<file path="src/rtl/rv_isa_pkg.sv">
// RV32I constants shared with the main control decoder: class codes, opcodes,
// fixed funct3 values and the canonical NOP.
package rv_isa_pkg;

  typedef enum logic [2:0] {
    CLS_R    = 3'd0,
    CLS_I    = 3'd1,
    CLS_LW   = 3'd2,
    CLS_JALR = 3'd3,
    CLS_S    = 3'd4,
    CLS_B    = 3'd5,
    CLS_J    = 3'd6,
    CLS_U    = 3'd7
  } instr_class_e;

  localparam logic [6:0] OP_R    = 7'b0110011;
  localparam logic [6:0] OP_I    = 7'b0010011;
  localparam logic [6:0] OP_LW   = 7'b0000011;
  localparam logic [6:0] OP_JALR = 7'b1100111;
  localparam logic [6:0] OP_S    = 7'b0100011;
  localparam logic [6:0] OP_B    = 7'b1100011;
  localparam logic [6:0] OP_J    = 7'b1101111;
  localparam logic [6:0] OP_U    = 7'b0110111;

  localparam logic [2:0] F3_LW   = 3'b010;
  localparam logic [2:0] F3_JALR = 3'b000;

  // addi x0,x0,0
  localparam logic [31:0] INSTR_NOP = 32'h0000_0013;

endpackage

</file>
<file path="src/rtl/instr_encoder_if.sv">
// Source-side and sink-side handshake bundle of the instruction encoder,
// plus its status outputs.
interface instr_encoder_if #(
  parameter int ADDR_W = 32,
  parameter int CNT_W  = 16
);
  logic              in_valid;
  logic              in_ready;
  logic [2:0]        in_class;
  logic [4:0]        in_rd;
  logic [4:0]        in_rs1;
  logic [4:0]        in_rs2;
  logic [2:0]        in_funct3;
  logic [6:0]        in_funct7;
  logic [31:0]       in_imm;
  logic              base_load;
  logic [ADDR_W-1:0] base_addr;
  logic              out_valid;
  logic              out_ready;
  logic [31:0]       out_instr;
  logic [ADDR_W-1:0] out_addr;
  logic              err;
  logic [CNT_W-1:0]  instr_count;
  logic [CNT_W-1:0]  err_count;

  modport master (
    output in_valid, in_class, in_rd, in_rs1, in_rs2, in_funct3, in_funct7, in_imm,
    output base_load, base_addr, out_ready,
    input  in_ready, out_valid, out_instr, out_addr, err, instr_count, err_count
  );

  modport slave (
    input  in_valid, in_class, in_rd, in_rs1, in_rs2, in_funct3, in_funct7, in_imm,
    input  base_load, base_addr, out_ready,
    output in_ready, out_valid, out_instr, out_addr, err, instr_count, err_count
  );
endinterface

</file>
<file path="src/rtl/instr_encoder_imm_pack.sv">
// Places the immediate bits of each RV32I format into their instruction word
// positions and flags immediates that the format cannot represent.
module imm_pack
  import rv_isa_pkg::*;
(
  input  instr_class_e       cls,
  input  logic signed [31:0] imm,
  output logic        [31:0] imm_bits,
  output logic               range_err
);

  logic fits12;
  logic fits13;
  logic fits21;

  assign fits12 = (imm >= -32'sd2048)    && (imm <= 32'sd2047);
  assign fits13 = (imm >= -32'sd4096)    && (imm <= 32'sd4094);
  assign fits21 = (imm >= -32'sd1048576) && (imm <= 32'sd1048574);

  always_comb begin
    imm_bits  = '0;
    range_err = 1'b0;
    case (cls)
      CLS_I, CLS_LW, CLS_JALR: begin
        imm_bits[31:20] = imm[11:0];
        range_err       = !fits12;
      end
      CLS_S: begin
        imm_bits[31:25] = imm[11:5];
        imm_bits[11:7]  = imm[4:0];
        range_err       = !fits12;
      end
      CLS_B: begin
        imm_bits[31]    = imm[12];
        imm_bits[30:25] = imm[10:5];
        imm_bits[11:8]  = imm[4:1];
        imm_bits[7]     = imm[11];
        range_err       = !fits13 || imm[0];
      end
      CLS_J: begin
        imm_bits[31]    = imm[20];
        imm_bits[30:21] = imm[10:1];
        imm_bits[20]    = imm[11];
        imm_bits[19:12] = imm[19:12];
        range_err       = !fits21 || imm[0];
      end
      CLS_U: begin
        imm_bits[31:12] = imm[31:12];
        range_err       = |imm[11:0];
      end
      default: begin
        imm_bits  = '0;
        range_err = 1'b0;
      end
    endcase
  end

endmodule

</file>
<file path="src/rtl/instr_encoder.sv">
// Packs an instruction class plus fields into an RV32I word, stamps it with an
// auto-incrementing byte address and presents it through a one-deep output stage.
module instr_encoder
  import rv_isa_pkg::*;
#(
  parameter int                ADDR_W     = 32,
  parameter logic [ADDR_W-1:0] RESET_ADDR = '0,
  parameter int                CNT_W      = 16
) (
  input logic            clk,
  input logic            rst,
  instr_encoder_if.slave bus
);

  instr_class_e      cls;
  logic [31:0]       imm_bits;
  logic              range_err;
  logic [31:0]       enc_word;
  logic              accept;
  logic              out_hs;
  logic [ADDR_W-1:0] base_al;
  logic [ADDR_W-1:0] word_addr;

  logic              out_valid_q,   out_valid_d;
  logic [31:0]       out_instr_q,   out_instr_d;
  logic [ADDR_W-1:0] out_addr_q,    out_addr_d;
  logic [ADDR_W-1:0] addr_cnt_q,    addr_cnt_d;
  logic              err_q,         err_d;
  logic [CNT_W-1:0]  instr_count_q, instr_count_d;
  logic [CNT_W-1:0]  err_count_q,   err_count_d;

  function automatic logic [CNT_W-1:0] sat_inc(input logic [CNT_W-1:0] v);
    return (&v) ? v : v + CNT_W'(1);
  endfunction

  assign cls = instr_class_e'(bus.in_class);

  imm_pack u_imm_pack (
    .cls       (cls),
    .imm       (bus.in_imm),
    .imm_bits  (imm_bits),
    .range_err (range_err)
  );

  always_comb begin
    enc_word = '0;
    case (cls)
      CLS_R:    enc_word = {bus.in_funct7, bus.in_rs2, bus.in_rs1, bus.in_funct3, bus.in_rd, OP_R};
      CLS_I:    enc_word = {12'b0, bus.in_rs1, bus.in_funct3, bus.in_rd, OP_I} | imm_bits;
      CLS_LW:   enc_word = {12'b0, bus.in_rs1, F3_LW, bus.in_rd, OP_LW} | imm_bits;
      CLS_JALR: enc_word = {12'b0, bus.in_rs1, F3_JALR, bus.in_rd, OP_JALR} | imm_bits;
      CLS_S:    enc_word = {7'b0, bus.in_rs2, bus.in_rs1, bus.in_funct3, 5'b0, OP_S} | imm_bits;
      CLS_B:    enc_word = {7'b0, bus.in_rs2, bus.in_rs1, bus.in_funct3, 5'b0, OP_B} | imm_bits;
      CLS_J:    enc_word = {20'b0, bus.in_rd, OP_J} | imm_bits;
      CLS_U:    enc_word = {20'b0, bus.in_rd, OP_U} | imm_bits;
      default:  enc_word = INSTR_NOP;
    endcase
  end

  assign bus.in_ready = !out_valid_q || bus.out_ready;
  assign accept       = bus.in_valid && bus.in_ready;
  assign out_hs       = out_valid_q && bus.out_ready;

  // A base load in the same cycle as an accept addresses that word at the new base.
  assign base_al   = bus.base_addr & ~ADDR_W'(3);
  assign word_addr = bus.base_load ? base_al : addr_cnt_q;

  always_comb begin
    out_valid_d   = out_valid_q;
    out_instr_d   = out_instr_q;
    out_addr_d    = out_addr_q;
    addr_cnt_d    = word_addr;
    err_d         = err_q;
    instr_count_d = instr_count_q;
    err_count_d   = err_count_q;

    if (out_hs) begin
      out_valid_d   = 1'b0;
      instr_count_d = sat_inc(instr_count_q);
    end

    if (accept) begin
      out_valid_d = 1'b1;
      out_instr_d = range_err ? INSTR_NOP : enc_word;
      out_addr_d  = word_addr;
      addr_cnt_d  = word_addr + ADDR_W'(4);
      if (range_err) begin
        err_d       = 1'b1;
        err_count_d = sat_inc(err_count_q);
      end
    end
  end

  // Output stage and bookkeeping
  always_ff @(posedge clk or posedge rst) begin
    if (rst) begin
      out_valid_q   <= 1'b0;
      out_instr_q   <= '0;
      out_addr_q    <= RESET_ADDR;
      addr_cnt_q    <= RESET_ADDR;
      err_q         <= 1'b0;
      instr_count_q <= '0;
      err_count_q   <= '0;
    end else begin
      out_valid_q   <= out_valid_d;
      out_instr_q   <= out_instr_d;
      out_addr_q    <= out_addr_d;
      addr_cnt_q    <= addr_cnt_d;
      err_q         <= err_d;
      instr_count_q <= instr_count_d;
      err_count_q   <= err_count_d;
    end
  end

  assign bus.out_valid   = out_valid_q;
  assign bus.out_instr   = out_instr_q;
  assign bus.out_addr    = out_addr_q;
  assign bus.err         = err_q;
  assign bus.instr_count = instr_count_q;
  assign bus.err_count   = err_count_q;

endmodule

</file>
<file path="src/flat_wrapper.sv">
// flat-port wrapper written by rule: the top's interface ports become plain ports
module instr_encoder_flat import rv_isa_pkg::*;
#(
  parameter int                ADDR_W     = 32,
  parameter logic [ADDR_W-1:0] RESET_ADDR = '0,
  parameter int                CNT_W      = 16
)
  (clk, rst, bus_in_valid, bus_in_class, bus_in_rd, bus_in_rs1, bus_in_rs2, bus_in_funct3, bus_in_funct7, bus_in_imm, bus_base_load, bus_base_addr, bus_out_ready, bus_in_ready, bus_out_valid, bus_out_instr, bus_out_addr, bus_err, bus_instr_count, bus_err_count);
  instr_encoder_if #(.ADDR_W(ADDR_W), .CNT_W(CNT_W)) bus_i ();
  input logic clk;
  input logic rst;
  input wire logic [$bits(bus_i.in_valid)-1:0] bus_in_valid;
  input wire logic [$bits(bus_i.in_class)-1:0] bus_in_class;
  input wire logic [$bits(bus_i.in_rd)-1:0] bus_in_rd;
  input wire logic [$bits(bus_i.in_rs1)-1:0] bus_in_rs1;
  input wire logic [$bits(bus_i.in_rs2)-1:0] bus_in_rs2;
  input wire logic [$bits(bus_i.in_funct3)-1:0] bus_in_funct3;
  input wire logic [$bits(bus_i.in_funct7)-1:0] bus_in_funct7;
  input wire logic [$bits(bus_i.in_imm)-1:0] bus_in_imm;
  input wire logic [$bits(bus_i.base_load)-1:0] bus_base_load;
  input wire logic [$bits(bus_i.base_addr)-1:0] bus_base_addr;
  input wire logic [$bits(bus_i.out_ready)-1:0] bus_out_ready;
  output wire logic [$bits(bus_i.in_ready)-1:0] bus_in_ready;
  output wire logic [$bits(bus_i.out_valid)-1:0] bus_out_valid;
  output wire logic [$bits(bus_i.out_instr)-1:0] bus_out_instr;
  output wire logic [$bits(bus_i.out_addr)-1:0] bus_out_addr;
  output wire logic [$bits(bus_i.err)-1:0] bus_err;
  output wire logic [$bits(bus_i.instr_count)-1:0] bus_instr_count;
  output wire logic [$bits(bus_i.err_count)-1:0] bus_err_count;
  assign bus_i.in_valid = bus_in_valid;
  assign bus_i.in_class = bus_in_class;
  assign bus_i.in_rd = bus_in_rd;
  assign bus_i.in_rs1 = bus_in_rs1;
  assign bus_i.in_rs2 = bus_in_rs2;
  assign bus_i.in_funct3 = bus_in_funct3;
  assign bus_i.in_funct7 = bus_in_funct7;
  assign bus_i.in_imm = bus_in_imm;
  assign bus_i.base_load = bus_base_load;
  assign bus_i.base_addr = bus_base_addr;
  assign bus_i.out_ready = bus_out_ready;
  assign bus_in_ready = bus_i.in_ready;
  assign bus_out_valid = bus_i.out_valid;
  assign bus_out_instr = bus_i.out_instr;
  assign bus_out_addr = bus_i.out_addr;
  assign bus_err = bus_i.err;
  assign bus_instr_count = bus_i.instr_count;
  assign bus_err_count = bus_i.err_count;
  instr_encoder #(.ADDR_W(ADDR_W), .RESET_ADDR(RESET_ADDR), .CNT_W(CNT_W)) u_core (.clk(clk), .rst(rst), .bus(bus_i));
endmodule
</file>
<file path="config.mk">
export PLATFORM = sky130hd
export DESIGN_NAME = instr_encoder_flat
export DESIGN_NICKNAME = d
export VERILOG_FILES = /design/src/rtl/rv_isa_pkg.sv /design/src/rtl/instr_encoder_if.sv /design/src/rtl/instr_encoder_imm_pack.sv /design/src/rtl/instr_encoder.sv /design/src/flat_wrapper.sv
export SDC_FILE = /design/constraint.sdc
export NUM_CORES = 1
export LEC_CHECK = 0
export CAP_MARGIN = 20
export CORE_AREA = 3 3 122 124
export CTS_BUF_LIST = sky130_fd_sc_hd__clkbuf_4 sky130_fd_sc_hd__clkbuf_8 sky130_fd_sc_hd__clkbuf_16
export DETAILED_ROUTE_END_ITERATION = 8
export DIE_AREA = 0 0 125 127
export PLACE_DENSITY = 0.86
export SLEW_MARGIN = 20
export SYNTH_ARGS = -nofsm -noshare
export SYNTH_HDL_FRONTEND = slang
export SYNTH_SLANG_ARGS = --single-unit
</file>
<file path="constraint.sdc">
create_clock -name clk -period 6.21 [get_ports clk]
set_input_delay 1.242 -clock clk [delete_from_list [all_inputs] [get_ports clk]]
set_output_delay 1.242 -clock clk [all_outputs]
set_load 0.1 [all_outputs]
</file>
After elaboration in Yosys (flattened, before gate mapping) --
Cells that the tools add are included.
Storage, ports and cells: bits in latches 0, logic and storage cells 66, register bits after elaboration 130, memories kept 0, bits in writable memories 0, bits in read-only memories 0, input bits 97
Operators by class: bitwise logic cells 9, order comparisons 6, div/mod/pow operators 0, $mul 0, shift operators 0, mux-type cells 11, eq/ne operators 7, add/sub/neg operators 3, reductions and logical operators 23
Operators by type and width (count):
- $pmux W32 S8 | 1
- $mux W32 | 3
- $or A20 B32 Y32 | 3
- $or A12 B32 Y32 | 2
- $or A25 B32 Y32 | 2
- $add A16 B1 Y16 const B | 2
- $add A32 B3 Y32 const B | 1
- $ge A32 B12 Y1 const B | 1
- $ge A32 B13 Y1 const B | 1
- $ge A32 B21 Y1 const B | 1
- $le A32 B12 Y1 const B | 1
- $le A32 B13 Y1 const B | 1
- $le A32 B21 Y1 const B | 1
- $reduce_and A16 Y1 | 2
- $pmux W7 S4 | 1
- $pmux W5 S3 | 1
- $eq A3 B3 Y1 const B | 4
- $reduce_or A12 Y1 | 1
- $pmux W5 S2 | 1
- $mux W8 | 1
- $eq A3 B2 Y1 const B | 2
- $logic_and A1 B1 Y1 | 5
- $logic_not A1 Y1 | 4
- $pmux W1 S4 | 1
- 11 further kinds | 16

Depth between registers and ports, before layout --
Gate-level depths: netlist of run 1.
word-level depth 6, gate-level depth with buffers 16, mapped depth without buffers 10

Cells and area by module --
Synthesis of run 1 repeated with hierarchy kept, for this count alone.
Second synthesis, totals: cell total of the unflattened synthesis 758, area total of the unflattened synthesis 7178.1 µm²
By module, submodules not included:
- instr_encoder | instances 1, seq. area each 3228.1 µm², area each 6470.0 µm², cells an instance 638
- imm_pack | instances 1, seq. area each 0.0 µm², area each 708.2 µm², cells an instance 120

Worst setup path after synthesis of run 1 --
No wires, ideal clock.
kind input -> register, start point input port bus_base_load, end point register u_core.addr_cnt_q[30], stages on the path 15, arrival 3775 ps, data required time 6130 ps, slack 2355 ps, path through buf_6 -> buf_6 -> buf_6 -> buf_2 -> buf_2 -> mux2i_1 -> inv_1 -> ha_1 -> inv_1 -> nor4_1 -> and2_1 -> and2_1 -> buf_4 -> nor3b_1 -> xnor2_1
On the way: cells in the longest elaborated chain, start to end 3
Ends and longest elaborated chain:
- start, declared | line flat_wrapper.sv:20 | input wire logic [$bits(bus_i.base_load)-1:0] bus_base_load;
- $mux W32 | line instr_encoder.sv:66 | assign word_addr = bus.base_load ? base_al : addr_cnt_q;
- named net u_core.word_addr[3] | line instr_encoder.sv:22 | logic [ADDR_W-1:0] word_addr;
- $add A32 B3 Y32 | line instr_encoder.sv:86 | addr_cnt_d = word_addr + ADDR_W'(4);
- $mux W32 | line instr_encoder.sv:82 | if (accept) begin
- named net u_core.addr_cnt_d[30] | line instr_encoder.sv:27 | logic [ADDR_W-1:0] addr_cnt_q, addr_cnt_d;
- end signal, assigned | line instr_encoder.sv:108 | addr_cnt_q <= addr_cnt_d;
- end, declared | line instr_encoder.sv:27
The timed path passes the listed nets, and every way through them passes these cells. A chain may end at the register's enable or synchronous reset.

Final worst setup path of run 1 --
start point input port bus_out_ready, end point output port bus_in_ready
On the way: cells in the longest elaborated chain, start to end 1
Ends and longest elaborated chain:
- start, declared | line flat_wrapper.sv:22 | input wire logic [$bits(bus_i.out_ready)-1:0] bus_out_ready;
- $logic_or A1 B1 Y1 | line instr_encoder.sv:60 | assign bus.in_ready = !out_valid_q || bus.out_ready;
- end, declared | line flat_wrapper.sv:23 | output wire logic [$bits(bus_i.in_ready)-1:0] bus_in_ready;
No other way between the ends.

==> results of run 1 <==
registers in the layout (all words and copies together), names as in the netlist:
signal                  flops
u_core.addr_cnt_q          32
u_core.bus.err              1
u_core.bus.err_count       16
u_core.bus.instr_count     16
u_core.bus.out_addr        32
u_core.bus.out_instr       31
u_core.bus.out_valid        1
through the flow:
stage / cells / hold slack (ns) / utilization / total power (W)
after global placement: 991 / 0.440 / 0.623 / 0.00222
after detailed placement: 991 / 0.461 / 0.623 / 0.00224
after floorplan: 650 / 0.469 / - / 0.00191
final: 1021 / 0.471 / 0.665 / 0.00320
after CTS: 1021 / 0.473 / 0.664 / 0.00322
after global routing: 1021 / 0.499 / 0.665 / 0.00332
area by class of cell:
cell class / instances / share of cell area
Sequential cell: 129 / 0.350
Multi-Input combinational cell: 476 / 0.346
Timing Repair Buffer: 199 / 0.214
Clock buffer: 20 / 0.0499
Tap cell: 180 / 0.0244
Clock inverter: 10 / 0.0122
Inverter: 7 / 0.00339
cell families (layout without fill, tap and decap cells):
family / Yosys count / count (layout)
and+or+nand+nor: 234 / 234
AOI/OAI and AO/OA: 133 / 133
DFF: 129 / 129
xor gates and xnor gates: 57 / 57
muxes: 49 / 49
buffers and inverters: 45 / 236
adders and majority gates: 3 / 3
cell usage in the layout, fill, tap and decap left out, drive strengths merged, types with 3 or more instances in the layout:
master,count
clkdlybuf4s50,192
dfrtp,129
nand2,89
o21ai,42
xnor2,41
mux2i,37
nand3,30
nor2,20
clkbuf,20
a21oi,19
nand4,18
o31ai,18
and3,17
xor2,16
o22ai,15
a21o,13
nand3b,12
mux2,11
nor4,11
a2111oi,11
and2,8
buf,7
inv,7
nor2b,6
clkinv,6
nand2b,5
nor3,5
nor3b,5
and4,3
ha,3
power groups by stage:
| stage | clock (W) | sequential (W) | combinational (W) |
|---|---|---|---|
| after floorplan | 0 | 0.00167 | 0.000237 |
| after global placement | 0 | 0.00104 | 0.00117 |
| after detailed placement | 0 | 0.00105 | 0.00119 |
| after CTS | 0.000986 | 0.00104 | 0.00119 |
| after global routing | 0.00103 | 0.00106 | 0.00124 |
| final | 0.000972 | 0.00104 | 0.00119 |
path summary, 6_finish.rpt:
check | from | to | slack (ns)
setup / recovery | bus_out_ready | bus_in_ready | 1.78
hold / removal | u_core.bus.out_instr[3]$_DFFE_PP0P_ | u_core.bus.out_instr[3]$_DFFE_PP0P_ | 0.47
setup reg to reg | u_core.addr_cnt_q[2]$_DFF_PP0_ | u_core.addr_cnt_q[26]$_DFF_PP0_ | 3.59
hold reg to reg | u_core.bus.out_instr[3]$_DFFE_PP0P_ | u_core.bus.out_instr[3]$_DFFE_PP0P_ | 0.47
max in group asynchronous | rst | u_core.addr_cnt_q[24]$_DFF_PP0_ | 3.76
min in group asynchronous | rst | u_core.bus.instr_count[12]$_DFFE_PP0P_ | 1.35
critical path: cells and delay by family:
kind	cells	cell delay, ns
simple gates	1	0.08
buf+inv	3	1.87
layer usage:
layer | share of wire | global-route usage
met5 | 0 | 0
met4 | 0.013 | 0.0682
met3 | 0.068 | 0.0585
met2 | 0.48 | 0.369
met1 | 0.44 | 0.313
cell usage after synthesis (3+ instances only):
master | count | area share
nor3b_1 | 4 | 0.0045
and2_1 | 7 | 0.0066
and3_1 | 17 | 0.016
nand3b_1 | 12 | 0.014
nand2b_1 | 5 | 0.0047
mux2_2 | 11 | 0.019
and4_1 | 3 | 0.0040
inv_1 | 6 | 0.0034
xor2_1 | 16 | 0.021
o21ai_0 | 41 | 0.031
nand2_1 | 88 | 0.050
buf_1 | 3 | 0.0017
o22ai_1 | 15 | 0.014
nand3_1 | 29 | 0.022
nor2_1 | 20 | 0.011
xnor2_1 | 41 | 0.054
buf_6 | 3 | 0.0051
dfrtp_1 | 129 | 0.49
a21o_1 | 13 | 0.015
nor3_1 | 4 | 0.0030
nor2b_1 | 6 | 0.0057
a2111oi_0 | 10 | 0.013
ha_1 | 3 | 0.0057
o31ai_1 | 18 | 0.020
nand4_1 | 18 | 0.017
nor4_1 | 10 | 0.0095
a21oi_1 | 19 | 0.014
clkbuf_1 | 24 | 0.014
buf_2 | 6 | 0.0045
mux2i_1 | 36 | 0.054
==> impl_metrics.ini, run 1 <==
[worst_setup_path]
critPathArrivalTime_ns = 3.19
required_ns = 4.97
crit_chain = clkdlybuf4s50_1, nor2b_1, inv_1, clkdlybuf4s50_1
worstSetupPathType = input pin to primary output
worstSetupEndpointType = primary output
critPathLaunchType = input pin
critPathMaxFanout = 5
cpMostUsedCell = clkdlybuf4s50_1
slowest_delay_ns = 1.18
critPathSlowestCell = clkdlybuf4s50_1
worstRegToRegCells = 9

[clock_tree]
worstSkewPairLatency_ns = 0.42
cts_made_buffers = 17
root_buffer = clkbuf_16
cts_resized = 0
post_cts_buffers = 0
hold_buffers = 0
clkSlewWorstSetupHoldPaths_ns = 0.05
cts.htree.levels = 4
clock-sinks = 129
cts_tree = done
clockBufferDepth = 2

[yosys]
ys.flop_type = dfrtp_1
synthMuxAreaShare = 0.0787
syn_area_um2 = 6610
synth_simple_gate_area_frac = 0.184
yosys.area_share.xor_xnor = 0.0755
synthArstFlopShare = 1.00
synth_fa_ha_area_frac = 0.00568
ys_seq_area_frac = 0.488
postSynthCellCount = 650
syn_area_per_cell_um2 = 10.2
synth_top_family_by_area = simple AND/OR/NAND/NOR gates
synth_compound_area_frac = 0.136
synth_cell_types = 58
syn-num-nets = 750
synth-seq-cells = 129
synth_edf_count = 0
yosys_warnings = 0

[floorplan]
num_rows = 43
core_area_um2 = 13900
die-area_um2 = 15900
io_pins = 196
chipWidth_um = 125
fp.dieH_um = 127
start_util = 0.476

[timing]
period_minus_slack_ns = 4.43
max_slew_margin = 0.292
fin_tns_setup_ns = 0
tightest_slew_ns = 1.06
final_hold_viol_count = 0
max_freq_ghz = 0.226
setup_viol = 0
finClkSkew_ns = 0.00962
period_share = 0.714
setup_slack_ns = 1.78
rsz0062_at_grt = no
slew_viol_final = 0

[run_status]
outcome = finished clean

[global_routing]
grt_pass1_vias = 5807
grt_pass1_wl_mm = 29.8
grtUsageTotal = 0.231
antenna_found_initial = 0
grt_max_degree = 86
globalRoute.totalOverflow = 0

[power_and_ir_drop]
power_density_nw_per_um2 = 347
swShare = 0.416
ir_worst_vdd_uv = 505
internal_power_w = 0.00187
p_leak_nw = 3.89
share_comb_of_total_power = 0.371
power_switching_w = 0.00133
p_clk_frac = 0.304
power_frac_seq = 0.325

[route]
wl_per_cell_um = 17.6
vias = 5752
dr.pass1.iters = 5
antenna_left = 0
drc = 0
first_iter_violations = 368
totalWireLength_mm = 18.0
vias_per_cell = 5.63

[place]
gp_congestion = 0.835
hpwl_mm = 12.3
port_buffers = 193
place_ws_ns = 1.76
place_area_um2 = 8650

[finish]
nFillCells = 1101
multiInputGateArea_um2 = 3190
antennaDiodeCount = 0
final_area_um2 = 9220
area_growth_pct = 39.5
regArea_um2 = 3230
fin_nets = 930
layout-drive-gt1-share = 0.0737

[hold_path]
min-delay-path-class = flop to flop
holdPathStages = 2

[job]
maxCapViolations = 0
(Power assumes the default switching activity.)
==> run 2, diff against run 1 <==
--- a/config.mk
+++ b/config.mk
@@ -6,11 +6,11 @@
 export NUM_CORES = 1
 export LEC_CHECK = 0
 export CAP_MARGIN = 20
-export CORE_AREA = 3 3 122 124
+export CORE_AREA = 3 3 129 131
 export CTS_BUF_LIST = sky130_fd_sc_hd__clkbuf_4 sky130_fd_sc_hd__clkbuf_8 sky130_fd_sc_hd__clkbuf_16
 export DETAILED_ROUTE_END_ITERATION = 8
-export DIE_AREA = 0 0 125 127
-export PLACE_DENSITY = 0.86
+export DIE_AREA = 0 0 132 134
+export PLACE_DENSITY = 0.81
 export SLEW_MARGIN = 20
 export SYNTH_ARGS = -nofsm -noshare
 export SYNTH_HDL_FRONTEND = slang
==> constraint.sdc (replaced) <==
create_clock -name clk -period 3.7 [get_ports clk]
set_input_delay 0.74 -clock clk [delete_from_list [all_inputs] [get_ports clk]]
set_output_delay 0.74 -clock clk [all_outputs]
set_load 0.1 [all_outputs]
==> impl_metrics.ini, run 2 (same netlist as run 1, synthesis figures left out) <==
[run_status]
outcome = finished clean

[clock_tree]
root_buffer = clkbuf_16
worstSkewPairLatency_ns = 0.41
cts_resized = 0
cts.htree.levels = 4
clock-sinks = 129
cts_made_buffers = 17
clkSlewWorstSetupHoldPaths_ns = 0.06
hold_buffers = 0
cts_tree = done
clockBufferDepth = 2
post_cts_buffers = 0

[global_routing]
globalRoute.totalOverflow = 0
grt_pass1_wl_mm = 28.7
grt_max_degree = 130
grt_pass1_vias = 5660
antenna_found_initial = 0
grtUsageTotal = 0.199

[timing]
slew_viol_final = 0
fin_tns_setup_ns = 0
tightest_slew_ns = 1.04
finClkSkew_ns = 0.00887
period_share = 0.755
hold_ws_ns = 0.466
setup_viol = 0
final_hold_viol_count = 0
max_freq_ghz = 0.358
rsz0062_at_grt = no
period_minus_slack_ns = 2.79
max_slew_margin = 0.306

[power_and_ir_drop]
power_switching_w = 0.00225
p_clk_frac = 0.321
power_density_nw_per_um2 = 585
p_leak_nw = 3.97
share_comb_of_total_power = 0.363
ir_worst_vdd_uv = 576
internal_power_w = 0.00326
power_frac_seq = 0.316
swShare = 0.408

[finish]
layout_commonest_cell = clkdlybuf4s50_1
final_area_um2 = 9420
area_growth_pct = 42.5
fin_nets = 940
final_util = 0.600
layout_common_cells = 190 x clkdlybuf4s50_1, 129 x dfrtp_1, 87 x nand2_1, 41 x o21ai_0, 41 x xnor2_1
layout-drive-gt1-share = 0.0891
antennaDiodeCount = 0

[route]
vias = 5660
drc = 0
totalWireLength_mm = 17.3
first_iter_violations = 317
dr.pass1.iters = 4
wl_per_cell_um = 16.2
antenna_left = 0
vias_per_cell = 5.29

[place]
gp_congestion = 0.872
port_buffers = 193
hpwl_mm = 12.3
place_area_um2 = 8800

[floorplan]
core_area_um2 = 15700
fp.dieH_um = 134
io_pins = 196
die-area_um2 = 17700
num_rows = 46
chipWidth_um = 132
start_util = 0.421

[worst_setup_path]
critPathLaunchType = flop
worstSetupEndpointType = primary output
worstSetupPathType = flop to primary output
crit_chain = clkdlybuf4s50_1
critPathSlowestCell = clkdlybuf4s50_1
cp_top_family = buffers and inverters
critPathArrivalTime_ns = 2.05
critPathMaxFanout = 5
slowest_delay_ns = 1.19
critPathBufInv = 1
required_ns = 2.96

[job]
maxCapViolations = 0

[hold_path]
min-delay-path-class = flop to flop
[run 2: cell type report]
cell class / instances / area, um2
Multi-Input combinational cell: 476 / 3190
Tap cell: 216 / 270
Timing Repair Buffer: 209 / 2080
Sequential cell: 129 / 3230
Clock buffer: 18 / 433
Clock inverter: 14 / 188
Fill cell: 1299 / 6290
Inverter: 7 / 30.0
[run 2: routing by layer]
metal  track usage  up-vias  share of wire
met5             0        -              0
met4        0.0700        0          0.017
met3        0.0574       24          0.066
met2         0.318      177           0.47
met1         0.261     2735           0.44
li1              -     2724              -
[run 2: through the flow]
step,setup slack [ns],instances,total power (W)
2_1_floorplan,0.347,650,0.00320
3_3_place_gp,0.571,1037,0.00374
3_5_place_dp,0.550,1037,0.00377
4_1_cts,0.882,1069,0.00556
5_1_grt,0.732,1069,0.00572
6_report,0.907,1069,0.00551
[run 2: final timing paths]
| check | slack (ns) | start | endpoint | depth (start not counted) |
|---|---|---|---|---|
| max | 0.91 | u_core.bus.err_count[15]$_DFFE_PP0P_ | bus_err_count[15] | 1 |
| min | 0.47 | u_core.bus.err$_DFFE_PP0P_ | u_core.bus.err$_DFFE_PP0P_ | 1 |
| max reg2reg | 1.51 | u_core.bus.err_count[6]$_DFFE_PP0P_ | u_core.bus.err_count[1]$_DFFE_PP0P_ | 7 |
| min reg2reg | 0.47 | u_core.bus.err$_DFFE_PP0P_ | u_core.bus.err$_DFFE_PP0P_ | 1 |
| max in group asynchronous | 2.28 | rst | u_core.bus.out_instr[23]$_DFFE_PP0P_ | 3 |
| min in group asynchronous | 0.86 | rst | u_core.bus.instr_count[4]$_DFFE_PP0P_ | 3 |
[run 2: power groups by stage]
stage | clock network (W) | registers (W) | logic [W]
after global routing | 0.00187 | 0.00177 | 0.00209
final | 0.00177 | 0.00174 | 0.00200
after CTS | 0.00180 | 0.00174 | 0.00201
after floorplan | 0 | 0.00280 | 0.000399
after global placement | 0 | 0.00176 | 0.00199
after detailed placement | 0 | 0.00176 | 0.00201
==> run 3, diff against run 2 <==
--- a/config.mk
+++ b/config.mk
@@ -6,11 +6,11 @@
 export NUM_CORES = 1
 export LEC_CHECK = 0
 export CAP_MARGIN = 20
-export CORE_AREA = 3 3 129 131
+export CORE_AREA = 3 3 122 124
 export CTS_BUF_LIST = sky130_fd_sc_hd__clkbuf_4 sky130_fd_sc_hd__clkbuf_8 sky130_fd_sc_hd__clkbuf_16
 export DETAILED_ROUTE_END_ITERATION = 8
-export DIE_AREA = 0 0 132 134
-export PLACE_DENSITY = 0.81
+export DIE_AREA = 0 0 125 127
+export PLACE_DENSITY = 0.86
 export SLEW_MARGIN = 20
 export SYNTH_ARGS = -nofsm -noshare
 export SYNTH_HDL_FRONTEND = slang
==> constraint.sdc (replaced) <==
create_clock -name clk -period 2.85 [get_ports clk]
set_input_delay 0.57 -clock clk [delete_from_list [all_inputs] [get_ports clk]]
set_output_delay 0.57 -clock clk [all_outputs]
set_load 0.1 [all_outputs]
==> impl_metrics.ini, run 3 (same netlist as run 1, synthesis figures left out) <==
[clock_tree]
cts.htree.levels = 4
cts_made_buffers = 17
cts_tree = done
root_buffer = clkbuf_16
clockBufferDepth = 2
clkSlewWorstSetupHoldPaths_ns = 0.06
worstSkewPairLatency_ns = 0.41
cts_resized = 0
clock-sinks = 129
hold_buffers = 0
post_cts_buffers = 0

[floorplan]
fp.dieH_um = 127
num_rows = 43
start_util = 0.476
die-area_um2 = 15900
io_pins = 196
core_area_um2 = 13900
chipWidth_um = 125

[global_routing]
grtUsageTotal = 0.231
grt_max_degree = 130
grt_pass1_wl_mm = 29.9
globalRoute.totalOverflow = 0
grt_pass1_vias = 5912
antenna_found_initial = 0

[finish]
regArea_um2 = 3230
area_growth_pct = 43.8
antennaDiodeCount = 0
nFillCells = 1080
multiInputGateArea_um2 = 3200
layout_commonest_cell = buf_4
layout-drive-gt1-share = 0.251
layout_common_cells = 161 x buf_4, 128 x dfrtp_1, 93 x clkdlybuf4s50_1, 87 x nand2_1
final_area_um2 = 9510
final_util = 0.685
fin_nets = 990

[timing]
period_minus_slack_ns = 2.55
period_share = 0.895
finClkSkew_ns = 0.00768
final_hold_viol_count = 0
setup_viol = 0
max_freq_ghz = 0.392
rsz0062_at_grt = no
max_slew_margin = 0.549
slew_viol_final = 0
tightest_slew_ns = 0.677
fin_tns_setup_ns = 0

[job]
maxCapViolations = 0

[power_and_ir_drop]
power_w = 0.00701
ir_worst_vdd_uv = 1150
power_density_nw_per_um2 = 737
p_leak_nw = 4.35

[worst_setup_path]
critPathMaxFanout = 7
critPathLaunchType = input pin
r2r-start = u_core.addr_cnt_q[3]$_DFF_PP0_
worstSetupPathType = input pin to flop
r2r_slack_ns = 0.73
worstSetupEndpointType = flop
critPathArrivalTime_ns = 2.91
worstReg2RegEnd = u_core.addr_cnt_q[14]$_DFF_PP0_
cp-startpoint = bus_in_imm[30]
required_ns = 3.21
crit_end = u_core.bus.out_instr[21]$_DFFE_PP0P_
worstRegToRegCells = 11

[place]
place_area_um2 = 8920
gp_congestion = 0.911
port_buffers = 193
hpwl_mm = 13.4

[route]
vias_per_cell = 5.38
wl_per_cell_um = 16.5
totalWireLength_mm = 17.9
dr.pass1.iters = 5
first_iter_violations = 355
drc = 0
vias = 5827
antenna_left = 0

[run_status]
outcome = finished clean

[hold_path]
min-delay-path-class = flop to flop
run 3: critical path, stage by stage:
cell and delay [ns]:
clkdlybuf4s50_1 0.42, nor4_1 0.41, nand3_1 0.18, o21bai_1 0.19
o2111ai_1 0.30, o211ai_4 0.14, buf_4 0.19, a2111oi_0 0.37
a21o_1 0.13
run 3: where the power goes:
group	leakage (nW)	switching (W)	total, W	internal [W]
combinational	2.42	0.00192	0.00260	0.000676
clock	0.291	0.000776	0.00214	0.00137
sequential	1.63	0.000195	0.00227	0.00207
total	4.35	0.00289	0.00701	0.00412
run 3: through the flow:
| stage | hold WS (ns) | setup slack, ns | cells |
|---|---|---|---|
| after floorplan | 0.469 | -0.0528 | 650 |
| after global placement | 0.451 | -0.0657 | 1051 |
| after detailed placement | 0.460 | -0.136 | 1051 |
| after CTS | 0.480 | 0.317 | 1083 |
| after global routing | 0.498 | 0.124 | 1083 |
| final | 0.473 | 0.300 | 1083 |
run 3: cell type report:
type | count | share of cell area
clock buffer | 23 | 0.0508
clock inverter | 9 | 0.0113
inverter | 7 | 0.00355
multi-input combinational | 476 | 0.337
sequential | 129 | 0.340
tap | 180 | 0.0237
timing repair buffer | 259 | 0.234
run 3: worst min path at each step:
stage | from | to | slack [ns] | cells past startpoint
6_report | u_core.bus.out_instr[20]$_DFFE_PP0P_ | u_core.bus.out_instr[20]$_DFFE_PP0P_ | 0.47 | 2
5_1_grt | u_core.bus.out_instr[11]$_DFFE_PP0P_ | u_core.bus.out_instr[11]$_DFFE_PP0P_ | 0.50 | 2
4_1_cts | u_core.bus.out_instr[22]$_DFFE_PP0P_ | u_core.bus.out_instr[22]$_DFFE_PP0P_ | 0.48 | 1
3_5_place_dp | u_core.bus.err$_DFFE_PP0P_ | u_core.bus.err$_DFFE_PP0P_ | 0.46 | 1
3_3_place_gp | u_core.bus.err$_DFFE_PP0P_ | u_core.bus.err$_DFFE_PP0P_ | 0.45 | 1
2_1_floorplan | u_core.addr_cnt_q[0]$_DFF_PP0_ | u_core.addr_cnt_q[0]$_DFF_PP0_ | 0.47 | 1
run 3: routing by layer:
| metal | share of wire | wire length, um | vias up | track usage |
|---|---|---|---|---|
| li1 | - | - | 2829 | - |
| met1 | 0.43 | 7790 | 2776 | 0.305 |
| met2 | 0.47 | 8420 | 188 | 0.371 |
| met3 | 0.072 | 1280 | 34 | 0.0635 |
| met4 | 0.023 | 420 | 0 | 0.0823 |
| met5 | 0 | 0 | - | 0 |
